### src/rtl/seg7_scan_reader_pkg.sv
// Shared definitions for the 7-segment scan reader.
// Segment patterns are ordered a..g, with bit 0 = segment a.
package seg7_scan_reader_pkg;

    localparam logic [0:6] SEG_0     = 7'b1111110;
    localparam logic [0:6] SEG_1     = 7'b0110000;
    localparam logic [0:6] SEG_2     = 7'b1101101;
    localparam logic [0:6] SEG_3     = 7'b1111001;
    localparam logic [0:6] SEG_4     = 7'b0110011;
    localparam logic [0:6] SEG_5     = 7'b1011011;
    localparam logic [0:6] SEG_6     = 7'b1011111;
    localparam logic [0:6] SEG_7     = 7'b1110010;
    localparam logic [0:6] SEG_8     = 7'b1111111;
    localparam logic [0:6] SEG_9     = 7'b1111011;
    localparam logic [0:6] SEG_A     = 7'b1110111;
    localparam logic [0:6] SEG_B     = 7'b0011111;
    localparam logic [0:6] SEG_C     = 7'b1001110;
    localparam logic [0:6] SEG_D     = 7'b0111101;
    localparam logic [0:6] SEG_E     = 7'b1001111;
    localparam logic [0:6] SEG_BLANK = 7'b0000000;

    typedef enum logic [1:0] {
        ST_WAIT   = 2'd0,
        ST_SETTLE = 2'd1,
        ST_DONE   = 2'd2
    } scan_state_e;

endpackage

### src/rtl/seg7_scan_reader_decode.sv
// Combinational 7-segment pattern to hex nibble decoder.
// A blank pattern reads back as F; unknown patterns give 0 with err set.
module seg7_pattern_decode
    import seg7_scan_reader_pkg::*;
(
    input  logic [0:6] pattern_i,
    output logic [3:0] nibble_o,
    output logic       err_o
);

    always_comb begin
        nibble_o = 4'h0;
        err_o    = 1'b0;
        case (pattern_i)
            SEG_0:     nibble_o = 4'h0;
            SEG_1:     nibble_o = 4'h1;
            SEG_2:     nibble_o = 4'h2;
            SEG_3:     nibble_o = 4'h3;
            SEG_4:     nibble_o = 4'h4;
            SEG_5:     nibble_o = 4'h5;
            SEG_6:     nibble_o = 4'h6;
            SEG_7:     nibble_o = 4'h7;
            SEG_8:     nibble_o = 4'h8;
            SEG_9:     nibble_o = 4'h9;
            SEG_A:     nibble_o = 4'hA;
            SEG_B:     nibble_o = 4'hB;
            SEG_C:     nibble_o = 4'hC;
            SEG_D:     nibble_o = 4'hD;
            SEG_E:     nibble_o = 4'hE;
            SEG_BLANK: nibble_o = 4'hF;
            default:   err_o    = 1'b1;
        endcase
    end

endmodule

### src/rtl/seg7_scan_reader.sv
// Reads back a scanned multiplexed 7-segment display: waits for each strobed
// digit to settle, decodes it, and hands off complete frames on valid/ready.
module seg7_scan_reader
    import seg7_scan_reader_pkg::*;
#(
    parameter int NDIG          = 4,
    parameter int STABLE_CYCLES = 4,
    parameter int COMMON_ANODE  = 1
)(
    input  logic              clk,
    input  logic              rst_n,
    input  logic [0:6]        seg_in,
    input  logic [NDIG-1:0]   dig_sel,
    output logic [4*NDIG-1:0] digits_out,
    output logic [NDIG-1:0]   err_out,
    output logic              out_valid,
    input  logic              out_ready,
    output logic              overrun
);

    localparam int CNT_W = $clog2(STABLE_CYCLES + 1);
    localparam int IDX_W = (NDIG > 1) ? $clog2(NDIG) : 1;
    localparam logic [NDIG-1:0]  SEL_ONE = NDIG'(1);
    localparam logic [CNT_W-1:0] CNT_ONE = CNT_W'(1);
    localparam logic [CNT_W-1:0] CNT_MAX = CNT_W'(STABLE_CYCLES);

    logic [0:6]        seg_s1_q, seg_s2_q, seg_prev_q, seg_c;
    logic [NDIG-1:0]   sel_s1_q, sel_s2_q, sel_prev_q, sel_c;
    scan_state_e       state_q, state_d;
    logic [CNT_W-1:0]  cnt_q, cnt_d;
    logic [NDIG-1:0]   captured_q, captured_d;
    logic [4*NDIG-1:0] frame_q, frame_d, digits_q;
    logic [NDIG-1:0]   frame_err_q, frame_err_d, err_q;
    logic              valid_q, valid_d, overrun_q;

    logic              same, onehot, fire, complete, load;
    logic [IDX_W-1:0]  idx;
    scan_state_e       eval_state;
    logic [CNT_W-1:0]  eval_cnt;
    logic              eval_fire;
    logic [3:0]        dec_nibble;
    logic              dec_err;

    seg7_pattern_decode u_decode (
        .pattern_i (seg_c),
        .nibble_o  (dec_nibble),
        .err_o     (dec_err)
    );

    always_comb begin
        seg_c  = (COMMON_ANODE != 0) ? ~seg_s2_q : seg_s2_q;
        sel_c  = (COMMON_ANODE != 0) ? ~sel_s2_q : sel_s2_q;
        same   = (seg_c == seg_prev_q) && (sel_c == sel_prev_q);
        onehot = (sel_c != '0) && ((sel_c & (sel_c - SEL_ONE)) == '0);
        idx    = '0;
        for (int i = 0; i < NDIG; i++) begin
            if (sel_c[i]) idx = IDX_W'(i);
        end
    end

    // Fresh look at the current sample, used whenever {seg,sel} changes.
    always_comb begin
        eval_state = ST_WAIT;
        eval_cnt   = '0;
        eval_fire  = 1'b0;
        if (onehot) begin
            eval_cnt = CNT_ONE;
            if (STABLE_CYCLES == 1) begin
                eval_fire  = 1'b1;
                eval_state = ST_DONE;
            end else begin
                eval_state = ST_SETTLE;
            end
        end
    end

    always_comb begin
        state_d = state_q;
        cnt_d   = cnt_q;
        fire    = 1'b0;
        case (state_q)
            ST_WAIT: begin
                state_d = eval_state;
                cnt_d   = eval_cnt;
                fire    = eval_fire;
            end
            ST_SETTLE: begin
                if (same) begin
                    cnt_d = cnt_q + CNT_ONE;
                    if (cnt_d == CNT_MAX) begin
                        fire    = 1'b1;
                        state_d = ST_DONE;
                    end
                end else begin
                    state_d = eval_state;
                    cnt_d   = eval_cnt;
                    fire    = eval_fire;
                end
            end
            ST_DONE: begin
                if (!same) begin
                    state_d = eval_state;
                    cnt_d   = eval_cnt;
                    fire    = eval_fire;
                end
            end
            default: begin
                state_d = ST_WAIT;
                cnt_d   = '0;
            end
        endcase
    end

    // A finished frame either loads, or is dropped with an overrun pulse.
    always_comb begin
        complete    = &captured_q;
        load        = complete && (!valid_q || out_ready);
        captured_d  = complete ? '0 : captured_q;
        frame_d     = frame_q;
        frame_err_d = frame_err_q;
        if (fire) begin
            captured_d[idx]       = 1'b1;
            frame_d[4*idx +: 4]   = dec_nibble;
            frame_err_d[idx]      = dec_err;
        end
        valid_d = valid_q;
        if (load) begin
            valid_d = 1'b1;
        end else if (valid_q && out_ready) begin
            valid_d = 1'b0;
        end
    end

    always_ff @(posedge clk or negedge rst_n) begin
        if (!rst_n) begin
            seg_s1_q    <= '0;
            seg_s2_q    <= '0;
            sel_s1_q    <= '0;
            sel_s2_q    <= '0;
            seg_prev_q  <= '0;
            sel_prev_q  <= '0;
            state_q     <= ST_WAIT;
            cnt_q       <= '0;
            captured_q  <= '0;
            frame_q     <= '0;
            frame_err_q <= '0;
            digits_q    <= '0;
            err_q       <= '0;
            valid_q     <= 1'b0;
            overrun_q   <= 1'b0;
        end else begin
            seg_s1_q    <= seg_in;
            seg_s2_q    <= seg_s1_q;
            sel_s1_q    <= dig_sel;
            sel_s2_q    <= sel_s1_q;
            seg_prev_q  <= seg_c;
            sel_prev_q  <= sel_c;
            state_q     <= state_d;
            cnt_q       <= cnt_d;
            captured_q  <= captured_d;
            frame_q     <= frame_d;
            frame_err_q <= frame_err_d;
            if (load) begin
                digits_q <= frame_q;
                err_q    <= frame_err_q;
            end
            valid_q     <= valid_d;
            overrun_q   <= complete && valid_q && !out_ready;
        end
    end

    assign digits_out = digits_q;
    assign err_out    = err_q;
    assign out_valid  = valid_q;
    assign overrun    = overrun_q;

endmodule

### config.mk
export PLATFORM = sky130hd
export DESIGN_NAME = seg7_scan_reader
export DESIGN_NICKNAME = d
export VERILOG_FILES = /design/src/rtl/seg7_scan_reader_pkg.sv /design/src/rtl/seg7_scan_reader_decode.sv /design/src/rtl/seg7_scan_reader.sv
export SDC_FILE = /design/constraint.sdc
export NUM_CORES = 1
export LEC_CHECK = 0
export CELL_PAD_IN_SITES_DETAIL_PLACEMENT = 0
export CELL_PAD_IN_SITES_GLOBAL_PLACEMENT = 1
export CORE_MARGIN = 4
export CORE_UTILIZATION = 46
export CTS_CLUSTER_DIAMETER = 30
export CTS_CLUSTER_SIZE = 20
export DETAILED_ROUTE_END_ITERATION = 7
export GPL_ROUTABILITY_DRIVEN = 1
export PLACE_DENSITY_LB_ADDON = 0.1
export SETUP_SLACK_MARGIN = 0.15
export SLEW_MARGIN = 10
export SYNTH_ARGS = -nofsm -noshare
export SYNTH_HDL_FRONTEND = slang
export SYNTH_HIERARCHICAL = 1
export SYNTH_SLANG_ARGS = --single-unit
### constraint.sdc
create_clock -name clk -period 2.7 [get_ports clk]
set_clock_uncertainty 0.1 [all_clocks]
set_input_delay 0.27 -clock clk [delete_from_list [all_inputs] [get_ports clk]]
set_output_delay 0.27 -clock clk [all_outputs]
set_load 0.005 [all_outputs]
Word-level counts from Yosys, hierarchy flattened

Index checks and enable logic that the tools add are counted.

Add/sub/neg operators: 3
Magnitude comparators: 2
Eq/ne operators: 22
Shift-type cells: 2
Multiplexer cells: 25
Bitwise gates (word level): 4
Reduce and logical (&&, ||, !) cells: 18

Operator list:

| kind                                                  | count |
|---|---|
| == test 7 bit, second input constant                  | 11 |
| case mux 4 bit (15 select lines)                      | 1 |
| negation 4 -> 34 bit                                  | 1 |
| variable shift 4 x 34 -> 16 bit, first input constant | 1 |
| indexed part select 4 x 34 -> 16 bit                  | 1 |
| == test 7 x 6 -> 1 bit, second input constant         | 3 |
| bitwise mux 16 bit                                    | 1 |
| OR reduction 16 bit                                   | 1 |
| two-way mux 1 bit                                     | 10 |
| two-way mux 2 bit                                     | 5 |
| case mux 3 bit (3 select lines)                       | 1 |
| two-way mux 4 bit                                     | 2 |
| == test 7 x 5 -> 1 bit, second input constant         | 1 |
| == test 7 bit                                         | 1 |
| logical AND 1 bit                                     | 7 |
| zero test 7 bit                                       | 1 |
| NOT 7 bit                                             | 1 |
| two-way mux 3 bit                                     | 2 |
| case mux 2 bit (3 select lines)                       | 1 |
| AND 4 bit                                             | 1 |
| bitwise mux 4 bit                                     | 1 |
| == test 4 bit                                         | 1 |
| zero test 4 bit                                       | 1 |
| NOT 4 bit                                             | 1 |
| other kinds (18)                                      | 19 |

Register bits after elaboration: 84
Input port bits: 14
Output and inout bits: 22
Logic and storage cells: 91

Longest topological paths before layout

Gate-level depths: netlist (run 1).

Depth after elaboration: 10
Gate-level depth with buffers: 7

Hierarchy

The synthesis (run 1) kept the hierarchy.

Modules (own cells, without submodules):

| module              | instances | cells an instance | area an instance (um2) |
|---|---|---|---|
| seg7_scan_reader    | 1         | 200               | 3101.7 |
| seg7_pattern_decode | 1         | 56                | 374.1 |

Least setup slack after synthesis (run 1)

Ideal clock, no wire load.

Kind: register -> register
Start point: register seg_s2_q[5] in the netlist's numbering
End point: register frame_err_q[1]
Setup time: 125 ps
Arrival time: 1999 ps
Data required time: 2475 ps
Path slack: 476 ps
Stages on the path, launching flop included: 6
Buffers on the path: 0
Period minus slack after synthesis: 2224 ps
Cells stage by stage: dfrtp_1 -> xnor2_1 -> nor4_1 -> nand3_4 -> nor4_4 -> mux2_2

Cells in the longest elaborated chain, start to end: 5

RTL lines:

| element                                                                   | RTL line                                              | text |
|---|---|---|
| from (decl)                                                               | seg7_scan_reader.sv:27                                | `logic [0:6] seg_s1_q, seg_s2_q, seg_prev_q, seg_c;` |
| from (signal assigned)                                                    | seg7_scan_reader.sv:153                               | `seg_s2_q <= seg_s1_q;` |
| NOT 7 bit (*)                                                             | seg7_scan_reader.sv:51                                | `seg_c = (COMMON_ANODE != 0) ? ~seg_s2_q : seg_s2_q;` |
| == test 7 bit (tied with other cells)                                     | seg7_scan_reader_decode.sv:14                         | `case (pattern_i)` |
| OR reduction 16 bit (no line) / logical AND 1 bit (equally long branches) | --                                                    |  |
| two-way mux 1 bit, on equally long branches                               | seg7_scan_reader_decode.sv:14, seg7_scan_reader.sv:88 |  |
| bitwise mux 4 bit / two-way mux 1 bit (equally long branches)             | --                                                    |  |
| to (signal assigned)                                                      | seg7_scan_reader.sv:162                               | `frame_err_q <= frame_err_d;` |
| to (decl)                                                                 | seg7_scan_reader.sv:33                                | `logic [NDIG-1:0] frame_err_q, frame_err_d, err_q;` |

Mark *: on every way between the ends. The rest lies on a longest branch, timed or not.
A chain may end at the register's enable or synchronous reset.

Worst setup path in the final report (run 1)

Start point: register sel_s2_q[3]
End point: register frame_q[4]

Cells in the longest elaborated chain, start to end: 5

RTL lines:

| element                                                          | RTL line                                        | text |
|---|---|---|
| from (decl)                                                      | seg7_scan_reader.sv:28                          | `logic [NDIG-1:0] sel_s1_q, sel_s2_q, sel_prev_q, sel_c;` |
| from (signal assigned)                                           | seg7_scan_reader.sv:155                         | `sel_s2_q <= sel_s1_q;` |
| NOT 4 bit (*)                                                    | seg7_scan_reader.sv:52                          | `sel_c = (COMMON_ANODE != 0) ? ~sel_s2_q : sel_s2_q;` |
| two-way mux 2 bit / == test 4 bit (equally long branches)        | seg7_scan_reader.sv:57, seg7_scan_reader.sv:53  |  |
| negation 4 -> 34 bit / logical AND 1 bit (equally long branches) | seg7_scan_reader.sv:123, seg7_scan_reader.sv:53 |  |
| indexed part select 4 x 34 -> 16 bit (tied with other cells)     | seg7_scan_reader.sv:123                         | `frame_d[4*idx +: 4] = dec_nibble;` |
| bitwise mux 16 bit / two-way mux 1 bit (equally long branches)   | --                                              |  |
| to (signal assigned)                                             | seg7_scan_reader.sv:161                         | `frame_q <= frame_d;` |
| to (decl)                                                        | seg7_scan_reader.sv:32                          | `logic [4*NDIG-1:0] frame_q, frame_d, digits_q;` |

Marked as above.

==> results of run 1 <==
worst max-delay path: cells and delay by family (launching register included):
family | cells | cell delay (ns)
buffers and inverters | 1 | 0.19
multiplexers | 1 | 0.33
flip-flops | 1 | 0.48
XOR/XNOR | 1 | 0.17
AND/OR/NAND/NOR | 3 | 0.94
layer usage:
layer  vias to the layer above  routed length, microns  GRT usage (%)
li1                        975                       -              -
met1                      1001                    2860           19.9
met2                        38                    2700           22.1
met3                         5                     218           4.30
met4                         0                      97           5.77
met5                         -                       0              0
state kept, by name, indices dropped and copies added (netlist names), 2 cells and up:
name,cells
cnt_q,3
seg_s2_q,7
seg_s1_q,7
sel_s1_q,4
seg_prev_q,7
state_q,2
frame_q,16
err_out,4
digits_out,16
sel_s2_q,4
sel_prev_q,4
captured_q,4
frame_err_q,4
path summary, 6_finish.rpt:
check	start	end	slack (ns)	cells past startpoint
hold / removal	seg_in[3]	seg_s1_q[3]$_DFF_PN0_	0.25	1
setup / recovery	sel_s2_q[3]$_DFF_PN0_	frame_q[4]$_DFFE_PN0P_	0.37	6
max in group asynchronous	rst_n	digits_out[12]$_DFFE_PN0P_	1.59	3
hold reg to reg	seg_s1_q[2]$_DFF_PN0_	seg_s2_q[2]$_DFF_PN0_	0.25	0
setup reg to reg	sel_s2_q[3]$_DFF_PN0_	frame_q[4]$_DFFE_PN0P_	0.37	6
min in group asynchronous	rst_n	cnt_q[0]$_DFFE_PN0P_	0.31	2
cell usage in the layout, fill, tap and decap left out, types with 3 or more instances in the layout:
cell and count:
xnor2_1 12, nand3_1 4, nand2_1 9, o21ai_0 3, a21oi_1 10, nor4_4 3, nor3_1 4, inv_1 14
buf_4 7, dfrtp_1 84, a21o_1 4, clkbuf_8 10, mux2_2 40, clkdlybuf4s50_1 34, nor2b_1 3, nand4_1 4
nor2_1 9
cells by family after synthesis:
kind of cell,Yosys count,share of synthesized area [%]
xor+xnor,14,3.53
fa+ha+maj,3,1.01
simple gates,58,11.9
buf+inv,25,3.92
flops,84,60.5
compound gates,31,5.90
mux,41,13.2
synthesized netlist by cell type (3+ instances only):
| master | n |
|---|---|
| nand3_1 | 4 |
| a21o_1 | 4 |
| o21ai_0 | 3 |
| nor3_1 | 4 |
| nor2b_1 | 3 |
| buf_6 | 5 |
| nor4_4 | 3 |
| nand2_1 | 9 |
| inv_1 | 14 |
| nand4_1 | 4 |
| mux2_2 | 40 |
| dfrtp_1 | 84 |
| a21oi_1 | 10 |
| buf_2 | 3 |
| xnor2_1 | 12 |
| nor2_1 | 9 |
per-stage QoR:
stage	cells	total power, mW
2_1_floorplan	256	1.41
3_3_place_gp	384	1.47
3_5_place_dp	384	1.47
4_1_cts	401	2.39
5_1_grt	403	2.46
6_report	403	2.36
timing repair:
| item | CTS | global route |
|---|---|---|
| hold buffers | 1 | 0 |
| setup endpoints to repair | 0 | 10 |
| buffers inserted | 0 | 2 |
| hold endpoints to repair | 34 | 0 |
cell type report:
| class | count | area [sq um] |
|---|---|---|
| clock inverter | 6 | 71.3 |
| fill | 649 | 3140 |
| tap | 99 | 124 |
| sequential | 84 | 2100 |
| inverter | 14 | 52.6 |
| clock buffer | 10 | 138 |
| multi-input combinational | 147 | 1240 |
| timing repair buffer | 43 | 423 |
report_power, final:
part / switching, mW / internal, mW / total, mW
clock network: 0.457 / 0.461 / 0.918
registers: 0.0184 / 1.28 / 1.30
logic: 0.0814 / 0.0568 / 0.138
total: 0.557 / 1.80 / 2.36
==> results.tsv, run 1 <==
metric	value	unit
net_count_of_the_finished_layout	315	
grt_pass1_vias	1989	
initial_core_util	47.7	%
worstPathMaxFanout	10	
cp_data_arrival_time	2.47	ns
whs	0.252	ns
number_of_cells_produced_by_synthesis	256	
yosys.area.top_type	dfrtp_1	
antenna_found_initial	0	
drtAntennaViolNets	0	
synth.area.top_cells	dfrtp_1, mux2_2, xnor2_1	
synthDistinctLibCells	51	
max_clock_freq	0.429	GHz
antennaDiodeCount	0	
numClockSinks	84	
htree_levels	3	
leakage	1.95	nW
synth_area	3480	sq um
placement_stage_worst_setup_slack	0.325	ns
overall_track_demand_over_capacity_in_global_routing	14.6	%
path_cells	xnor2_1 -> nor3_1 -> nand3_4 -> nor4_4 -> buf_4 -> mux2_2	
gp_congestion	0.815	
clk_root_buffer_cell	clkbuf_8	
timing.critical_path.slowest_cell_delay	0.48	ns
min_period_over_period	86.4	%
row_count	31	
cp.required	2.83	ns
ys_warn_count	6	
min_path_type	in2reg	
worstSetupEndpointType	flip-flop	
largest_net_degree_at_the_start_of_global_routing	51	
setup_tns	0	ns
number_of_enable_type_register_cells_in_the_synthesized_netlist	0	
synth_sequential_area_ratio	60.5	%
die-area	9010	sq um
worst-setup-path-type	reg2reg	
clk_pin_slew_worst_paths	0.09	ns
layout_setup_ws	0.368	ns
core-area	7290	sq um
final.min_clock_period	2.33	ns
setup_viol	0	
total_length_of_routed_wires	5.88	mm
rsz0062_at_grt	no	
tritoncts	done	
boundaryPins	36	
first_pass_grt_wire_length	9.94	mm
timing_worst_slew_pin_value	0.471	ns
route.detailed.drc	0	
synth_to_layout_area_growth	19.3	%
critical_path.slowest_cell	dfrtp_1	
drive_gt1_share	25.0	%
wl_per_cell	14.6	microns
final-hold-violation-count	0	
vias_per_cell	5.01	
postPlaceCellArea	3910	sq um
place.port_buffers	35	
dieHeight	94.9	microns
first_drt_iteration_drcs	85	
ys_async_sr_fraction	100	%
die_w	94.9	microns
fin_area	4150	sq um
tritoncts.num_buffers	9	
clock_tree.buffer_depth	2	
overflow	0	
power.density_cell_area	569	nW/um^2
synth.avg_cell_area	13.6	sq um
utilization	56.9	%
clkLatencyLatePin	0.35	ns
post-dp-hpwl	4.14	mm
postcts_resize_cnt	0	
drtPass1Iterations	4	
ir_worst_vdd	293	uV
drv.max_cap_violation_count	0	
setup.worst_path.start_class	flip-flop	
timing.slew.headroom	68.5	%
synth_top_cell_area_share	60.5	%
outcome	finished, final reports clean	
synth_nets	272	
vias	2019	
number_of_pins_with_negative_max_slew_slack_in_the_final_report	0	
synth_ff_type	dfrtp_1	
postSynthRegisterBits	84	
Note: power is estimated with default switching activity, not from simulation.
==> inputs of run 2 (changes only) <==
Settings changed: CTS_CLUSTER_SIZE 20 to not set, SLEW_MARGIN 10 to not set.
==> results of run 2 <==
Same layout as run 1: the final DEF is identical, and so are final timing and power.
